==> config.mk <==
export PLATFORM = sky130hd
export DESIGN_NAME = seven_seg_scan_flat
export DESIGN_NICKNAME = d
export VERILOG_FILES = /design/src/rtl/seven_seg_scan_if.sv /design/src/rtl/seven_seg_scan.sv /design/src/flat_wrapper.sv
export SDC_FILE = /design/constraint.sdc
export NUM_CORES = 1
export LEC_CHECK = 0
export BUFFER_PORTS_ARGS = -buffer_cell sky130_fd_sc_hd__buf_2
export CAP_MARGIN = 40
export CORE_MARGIN = 10
export CORE_UTILIZATION = 30
export DETAILED_ROUTE_END_ITERATION = 16
export SLEW_MARGIN = 20
export SYNTH_ARGS = -nofsm -noshare
export SYNTH_HDL_FRONTEND = slang
export SYNTH_SLANG_ARGS = --single-unit
==> constraint.sdc <==
create_clock -name clk -period 6.8 [get_ports clk]
set_input_delay 1.36 -clock clk [delete_from_list [all_inputs] [get_ports clk]]
set_output_delay 1.36 -clock clk [all_outputs]
set_load 0.02 [all_outputs]
==> src/rtl/seven_seg_scan_if.sv <==
// Display bus for seven_seg_scan: digit content and controls in, anode/cathode pins and frame strobe out.
// The master side drives content; the slave side is the scanner.
interface seven_seg_scan_if #(
  parameter int DIGITS = 8
) ();
  logic [4*DIGITS-1:0] data;
  logic [DIGITS-1:0]   dp;
  logic [DIGITS-1:0]   blank;
  logic [3:0]          bright;
  logic [DIGITS-1:0]   an;
  logic [6:0]          seg;
  logic                dp_n;
  logic                frame;

  modport master (
    output data, dp, blank, bright,
    input  an, seg, dp_n, frame
  );

  modport slave (
    input  data, dp, blank, bright,
    output an, seg, dp_n, frame
  );
endinterface

==> src/rtl/seven_seg_scan.sv <==
// Multiplexed common-anode seven-segment scanner with PWM brightness and frame-latched content.
// Optional leading-zero blanking is built when SEVEN_SEG_LZB_EN is defined.
//
// state    | meaning
// ST_PRIME | first clock after reset: load shadows, outputs stay dark
// ST_SCAN  | normal scanning, shadows reload at each frame wrap
module seven_seg_scan #(
  parameter int DIGITS = 8,
  parameter int DIV    = 1000
) (
  input  logic           clk,
  input  logic           rs,
  seven_seg_scan_if.slave bus
);

  localparam int CW = (DIV > 1) ? $clog2(DIV) : 1;
  localparam int IW = (DIGITS > 1) ? $clog2(DIGITS) : 1;

  typedef enum logic {
    ST_PRIME = 1'b0,
    ST_SCAN  = 1'b1
  } state_t;

  state_t state, state_nxt;

  logic [CW-1:0]       cnt;
  logic [IW-1:0]       idx;
  logic [4*DIGITS-1:0] data_sh;
  logic [DIGITS-1:0]   dp_sh;
  logic [DIGITS-1:0]   blank_sh;
  logic [3:0]          bright_sh;

  logic [DIGITS-1:0]   an_q;
  logic [6:0]          seg_q;
  logic                dp_n_q;
  logic                frame_q;

  logic                last_cnt;
  logic                last_idx;
  logic                frame_wrap;
  logic                load_en;
  logic                scan_en;
  logic [31:0]         on_time;
  logic [DIGITS-1:0]   blank_eff;
  logic                active;
  logic [3:0]          nibble;

  function automatic logic [6:0] hex7(input logic [3:0] n);
    logic [6:0] s;
    case (n)
      4'h0: s = 7'h40;
      4'h1: s = 7'h79;
      4'h2: s = 7'h24;
      4'h3: s = 7'h30;
      4'h4: s = 7'h19;
      4'h5: s = 7'h12;
      4'h6: s = 7'h02;
      4'h7: s = 7'h78;
      4'h8: s = 7'h00;
      4'h9: s = 7'h10;
      4'hA: s = 7'h08;
      4'hB: s = 7'h03;
      4'hC: s = 7'h46;
      4'hD: s = 7'h21;
      4'hE: s = 7'h06;
      default: s = 7'h0E;
    endcase
    return s;
  endfunction

  assign last_cnt   = (cnt == CW'(DIV - 1));
  assign last_idx   = (idx == IW'(DIGITS - 1));
  assign frame_wrap = last_cnt && last_idx;

  always_ff @(posedge clk) begin
    if (rs) state <= ST_PRIME;
    else    state <= state_nxt;
  end

  always_comb begin
    state_nxt = state;
    load_en   = 1'b0;
    scan_en   = 1'b0;
    case (state)
      ST_PRIME: begin
        load_en   = 1'b1;
        state_nxt = ST_SCAN;
      end
      ST_SCAN: begin
        scan_en = 1'b1;
        load_en = frame_wrap;
      end
      default: state_nxt = ST_PRIME;
    endcase
  end

  always_ff @(posedge clk) begin
    if (rs) begin
      cnt <= '0;
      idx <= '0;
    end else if (scan_en) begin
      cnt <= last_cnt ? '0 : cnt + CW'(1);
      if (last_cnt) idx <= last_idx ? '0 : idx + IW'(1);
    end
  end

  always_ff @(posedge clk) begin
    if (rs) begin
      data_sh   <= '0;
      dp_sh     <= '0;
      blank_sh  <= '0;
      bright_sh <= '0;
    end else if (load_en) begin
      data_sh   <= bus.data;
      dp_sh     <= bus.dp;
      blank_sh  <= bus.blank;
      bright_sh <= bus.bright;
    end
  end

`ifdef SEVEN_SEG_LZB_EN
  // Shadows only change at frame wrap, so this mask is stable for a whole frame.
  logic [DIGITS-1:0] lz_mask;
  logic              lead;

  always_comb begin
    lz_mask = '0;
    lead    = 1'b1;
    for (int i = DIGITS - 1; i >= 1; i--) begin
      if (lead && (data_sh[4*i +: 4] == 4'h0) && !dp_sh[i]) lz_mask[i] = 1'b1;
      else                                                  lead       = 1'b0;
    end
  end

  assign blank_eff = blank_sh | lz_mask;
`else
  assign blank_eff = blank_sh;
`endif

  // bright=15 yields exactly DIV, so the anode stays on for the whole slot.
  assign on_time = ((32'(bright_sh) + 32'd1) * 32'(DIV)) >> 4;
  assign nibble  = data_sh[4*idx +: 4];
  assign active  = (32'(cnt) < on_time) && !blank_eff[idx];

  always_ff @(posedge clk) begin
    if (rs || !scan_en) begin
      an_q    <= '1;
      seg_q   <= 7'h7F;
      dp_n_q  <= 1'b1;
      frame_q <= 1'b0;
    end else begin
      an_q    <= active ? ~(DIGITS'(1) << idx) : '1;
      seg_q   <= active ? hex7(nibble) : 7'h7F;
      dp_n_q  <= active ? ~dp_sh[idx] : 1'b1;
      frame_q <= (cnt == '0) && (idx == '0);
    end
  end

  assign bus.an    = an_q;
  assign bus.seg   = seg_q;
  assign bus.dp_n  = dp_n_q;
  assign bus.frame = frame_q;

endmodule
==> src/flat_wrapper.sv <==
// flat-port wrapper written by rule: the top's interface ports become plain ports
module seven_seg_scan_flat 
#(
  parameter int DIGITS = 8,
  parameter int DIV    = 1000
)
  (clk, rs, bus_data, bus_dp, bus_blank, bus_bright, bus_an, bus_seg, bus_dp_n, bus_frame);
  seven_seg_scan_if #(.DIGITS(DIGITS)) bus_i ();
  input  logic clk;
  input  logic rs;
  input wire logic [$bits(bus_i.data)-1:0] bus_data;
  input wire logic [$bits(bus_i.dp)-1:0] bus_dp;
  input wire logic [$bits(bus_i.blank)-1:0] bus_blank;
  input wire logic [$bits(bus_i.bright)-1:0] bus_bright;
  output wire logic [$bits(bus_i.an)-1:0] bus_an;
  output wire logic [$bits(bus_i.seg)-1:0] bus_seg;
  output wire logic [$bits(bus_i.dp_n)-1:0] bus_dp_n;
  output wire logic [$bits(bus_i.frame)-1:0] bus_frame;
  assign bus_i.data = bus_data;
  assign bus_i.dp = bus_dp;
  assign bus_i.blank = bus_blank;
  assign bus_i.bright = bus_bright;
  assign bus_an = bus_i.an;
  assign bus_seg = bus_i.seg;
  assign bus_dp_n = bus_i.dp_n;
  assign bus_frame = bus_i.frame;
  seven_seg_scan #(.DIGITS(DIGITS), .DIV(DIV)) u_core (.clk(clk), .rs(rs), .bus(bus_i));
endmodule
# == Yosys cells after proc, flatten, opt, wreduce, memory -nomap -nowiden ==
# Memory sizes are Yosys's and may differ from the RTL's. A register that Yosys moved wholly into a read port is not among the register bits.
# Cells that the tools add are included.
# totals
register_bits,76
rom_bits,112
input_bits,54
out_inout_bits,17
mem_count,1
# op_classes
n_addsub,3
n_mul,1
order_cmp,2
n_eq_ne,2
shift,2
n_mux,9
n_bitwise,4
n_reduce_logical,10
# memory_table
memory,depth,width,rd,rd_ports_with_merged_regs,wr,line,text
(no name shown),16,7,1,1,0,seven_seg_scan.sv:50,case (n)
# op_table
operator,count
$mul 32x7->29 const B,1
$shiftx 32x6->4,1
$lt 10x28->1,1
$add 10x1->10 const B,1
$eq 10x10->1 const B,1
$logic_not 10->1,1
$mux 10,1
$not 8->8,1
$shl 1x3->8 const A,1
$bmux 1 s3,2
$add 4x1->5 const B,1
$lt 3x4->1 const B,1
$mux 1,4
$add 3x1->3 const B,1
$eq 3x3->1 const B,1
$logic_and 1x1->1,3
$logic_not 3->1,1
$mux 3,1
$not 1->1,3
$logic_not 1->1,2
$pmux 1 s2,1
$reduce_and 2->1,1
$reduce_or 2->1,1
$logic_or 1x1->1,1

# == Longest topological paths before layout ==
# logic_depth
ltp_word,6
depth_mapped,22
mapped_depth_nobuf,21

# == Worst setup path after synthesis ==
# OpenSTA, ideal clock, no wires.
# synth_path
path_kind,register to register
startpoint,register u_core.bright_sh[0]
endpoint,"register u_core.an_q[0], in the netlist u_core.bus.an[0]"
setup_ps,62
arrival_ps,5038
t_required_ps,6738
setup_slack_ps,1700
stages_incl_launch_ff,21
path_buffers,1
synth_period_minus_slack_ps,5100
cell_sequence,dfxtp_1 ha_1 xor2_1 inv_1 fa_1 fa_1 fa_1 inv_1 ha_1 o21ai_0 a21oi_1 nor2_1 o21ai_0 xnor2_1 ha_1 o21ai_0 a2111oi_0 o21a_1 a31oi_2 buf_4 nand3_1
# synth_between
elab_chain_len,6
# synth_lines
element,line,text
"start, declared",seven_seg_scan.sv:31,logic [3:0] bright_sh;
"start signal, assigned",seven_seg_scan.sv:117,bright_sh <= bus.bright;
$add 4x1->5,seven_seg_scan.sv:141,assign on_time = ((32'(bright_sh) + 32'd1) * 32'(DIV)) >> 4;
$mul 32x7->29,seven_seg_scan.sv:141,
$lt 10x28->1,seven_seg_scan.sv:143,assign active = (32'(cnt) < on_time) && !blank_eff[idx];
$logic_and 1x1->1,seven_seg_scan.sv:143,
$not 1->1 (no source line),-,
$reduce_or 2->1 (no source line),-,
"end signal, assigned",seven_seg_scan.sv:152,an_q <= active ? ~(DIGITS'(1) << idx) : '1;
"end, declared",seven_seg_scan.sv:33,logic [DIGITS-1:0] an_q;
# No other way between the ends.
# A chain may end at the register's enable or synchronous reset.

# == Worst setup path after layout ==
# layout_path
startpoint,register u_core.bright_sh[0]
endpoint,"register u_core.seg_q[1], in the netlist u_core.bus.seg[1]"
# layout_between
elab_chain_len,6
# layout_lines
element,line,text
$add 4x1->5,seven_seg_scan.sv:141,
$mul 32x7->29,seven_seg_scan.sv:141,
$lt 10x28->1,seven_seg_scan.sv:143,
$logic_and 1x1->1,seven_seg_scan.sv:143,
$not 1->1 (no source line),-,
$reduce_or 2->1 (no source line),-,
"end, declared",seven_seg_scan.sv:34,logic [6:0] seg_q;
# No other way between the ends.

==> impl_metrics.toml <==
[outcome]
outcome = "finished, final reports clean"

[critical_path]
crit_start = "u_core.bright_sh[0]$_SDFFE_PP0P_"
crit_slowest_cell = "dfxtp_1"
r2r_start = "u_core.bright_sh[0]$_SDFFE_PP0P_"
r2r_cells = 19
arrival_ps = 6110
regToRegSetupSlack_ps = 850
crit_buf_inv = 2
r2r_end = "u_core.bus.seg[1]$_SDFF_PP1_"
critPathRequiredTime_ps = 6950
cpLargestDelayFamily = "adder cells"
slowest_delay_ps = 630
crit_fanout = 16
cp_cell_sequence = "ha_1 > xor2_1 > inv_1 > fa_1 > fa_1 > fa_1 > inv_1 > ha_1 > o21ai_0 > a21oi_1 > nor2_1 > o21ai_0 > xnor2_1 > ha_1 > nor3_1 > o21ai_0 > o21a_1 > a31oi_2 > o311ai_0"
crit_path_end = "u_core.bus.seg[1]$_SDFF_PP1_"
cp_num_cells = 19
cp-start-kind = "flop"
worstSetupEndpointType = "flop"
critical_path_class = "reg2reg"

[flow_run]
maxCapViolations = 0

[synthesis]
synth-main-ff-cell = "dfxtp_1"
syn_nets = 624
yosysWarnings = 0
synth.area.top_cells = "dfxtp_1, ha_1, nand2_1"
synth-seq-area-share_pct = 36.9
syn_inst = 516
synth-seq-cells = 83
synth_cell_types = 40
synthArstFlopShare_pct = 0
yosys.area.top_type = "dfxtp_1"
syn_area_per_cell_um2 = 8.72
synth-edff-count = 0
syn-cell-area_um2 = 4500
synth_top_area_share_pct = 36.9

[clocking]
clock_latency_ps = 340
cts_buffers = 9
cts-resized-gates = 0
clock-sinks = 83
ctsHtreeMaxLevel = 3
path_clk_slew_ps = 60
clockRootBuffer = "clkbuf_16"
clock_path_buffers = 2
post_cts_buffers = 0
cts_tree = "yes"
ctsHoldBuffers = 0

[hold_path]
hold_path_class = "reg2reg"
holdPathStages = 2

[routing]
drc = 0
antenna_left = 0
wl_um = 11000
via_count = 3600
dr.pass1.iters = 4
routed_via_density = 4.70
drtIter0Drc = 211
wl_per_cell_um = 14.3

[floorplanning]
coreArea_um2 = 14600
rows = 44
dieArea_um2 = 20300
chipWidth_um = 142
dieHeight_um = 142
num_io_pins = 71
initial_utilization_pct = 30.8

[sta]
rsz0062_at_grt = "no"
slew_headroom_pct = 50.9
hold_viol_final = 0
fmax_ghz = 0.168
fin_crit_sh_pct = 87.5
setup_viol = 0
final_max_slew_viol_count = 0
clock_skew_ps = 5.97
tightest_slew_ps = 736
holdWs_ps = 448
period_minus_slack_ps = 5950
setup_tns_ps = 0

[layout]
final_nets = 685
filler_cell_count = 1462
drive_above_1_share_pct = 17.7
n_antenna_cell = 0
area_growth_pct = 19.3
final_cell_area_um2 = 5370

[placement]
numPortBuffers = 70
dp_hpwl_um = 8360
placed_area_um2 = 4990
gp_congestion = 0.850

[global_routing]
grt_pass1_vias = 3750
grt_usage_pct = 10.9
grt_max_degree = 58
grt_overflow = 0
antenna_found_initial = 0
grt_pass1_wl_um = 18100

[power]
power.density_nw_per_um2 = 242
p_leak_nw = 2.34
p_total_mw = 1.30
ir_worst_vdd_uv = 86.7
-- through the flow --
stage	worst slack (ps)	std cells	util, %
final	848	766	36.8
after global routing	398	766	36.8
after CTS	848	764	36.5
after detailed placement	866	748	34.2
after global placement	1220	747	34.1
after floorplan	1700	516	-
-- worst min path at each step --
stage,to,slack [ps],startpoint
global placement,u_core.data_sh[9]$_SDFFE_PP0P_,440,u_core.data_sh[9]$_SDFFE_PP0P_
global route,u_core.data_sh[25]$_SDFFE_PP0P_,470,u_core.data_sh[25]$_SDFFE_PP0P_
floorplan,u_core.data_sh[10]$_SDFFE_PP0P_,430,u_core.data_sh[10]$_SDFFE_PP0P_
finish,u_core.data_sh[27]$_SDFFE_PP0P_,450,u_core.data_sh[27]$_SDFFE_PP0P_
CTS,u_core.dp_sh[3]$_SDFFE_PP0P_,450,u_core.dp_sh[3]$_SDFFE_PP0P_
detailed placement,u_core.blank_eff[4]$_SDFFE_PP0P_,440,u_core.blank_eff[4]$_SDFFE_PP0P_
-- sequential cells by signal, summed over array words and instances, names as in the netlist --
name	flops
u_core.blank_eff	8
u_core.cnt	10
u_core.data_sh	32
u_core.idx	3
u_core.dp_sh	8
u_core.bus.seg	7
u_core.state	1
u_core.bus.dp_n	1
u_core.bright_sh	4
u_core.bus.frame	1
u_core.bus.an	8
-- cell usage after synthesis (3+ instances only) --
library cell / n
nand4_1: 7
buf_2: 7
mux4_1: 4
ha_1: 44
xor2_1: 9
nor2_1: 18
o221ai_1: 4
fa_1: 10
o21ai_0: 9
xnor2_1: 11
inv_1: 34
nor3_1: 4
a21oi_1: 60
clkbuf_1: 12
a211oi_1: 3
mux4_2: 8
nand2_1: 141
dfxtp_1: 83
mux2i_1: 5
nand3_1: 15
-- where the power goes --
group / switching, mW / internal (mW) / leakage [nW]
combinational: 0.128 / 0.0926 / 1.49
clock: 0.197 / 0.359 / 0.159
sequential: 0.0139 / 0.509 / 0.682
-- layer usage --
layer | wire, um | track usage [%]
met1 | 5150 | 13.6
met2 | 5080 | 17.4
met3 | 578 | 3.20
met4 | 172 | 4.10
met5 | 0 | 0
-- worst reg2reg max path, stage by stage, from the launching register on --
cell and delay (ps):
dfxtp_1 630, ha_1 280, xor2_1 310, inv_1 170, fa_1 540, fa_1 530
fa_1 540, inv_1 40, ha_1 310, o21ai_0 310, a21oi_1 100, nor2_1 170
o21ai_0 160, xnor2_1 160, ha_1 200, nor3_1 160, o21ai_0 110, o21a_1 190
a31oi_2 590, o311ai_0 270
-- cells in the final DEF, fill, tap and decap left out, types with 3 or more instances in the layout --
master / Yosys / routed
nor2_1: 18 / 18
ha_1: 44 / 44
dfxtp_1: 83 / 83
bufinv_16: 0 / 3
o21ai_0: 9 / 9
a21oi_1: 60 / 60
fa_1: 10 / 10
mux2i_1: 5 / 5
clkbuf_16: 0 / 9
xor2_1: 9 / 9
mux4_2: 8 / 8
xnor2_1: 11 / 11
mux4_1: 4 / 4
o221ai_1: 4 / 4
buf_2: 7 / 70
a211oi_1: 3 / 3
nor3_1: 4 / 4
inv_1: 34 / 34
nand3_1: 15 / 15
nand4_1: 7 / 7
nand2_1: 141 / 140
-- cells by family after synthesis --
group / count (synthesis) / synth area share [%]
simple gates: 197 / 18.2
fa+ha+maj: 54 / 16.7
compound gates: 86 / 10.8
xor+xnor: 20 / 3.89
buf+inv: 58 / 5.54
flops: 83 / 36.9
mux: 18 / 7.96
-- cell type report --
| cell class | instances | area [um2] | share of cell area [%] |
|---|---|---|---|
| Multi-Input combinational cell | 375 | 2590 | 48.3 |
| Sequential cell | 83 | 1660 | 31.0 |
| Timing Repair Buffer | 74 | 413 | 7.69 |
| Tap cell | 184 | 230 | 4.29 |
| Clock buffer | 10 | 229 | 4.27 |
| Inverter | 34 | 128 | 2.38 |
| Clock inverter | 6 | 114 | 2.12 |
(Power assumes the default switching activity.)
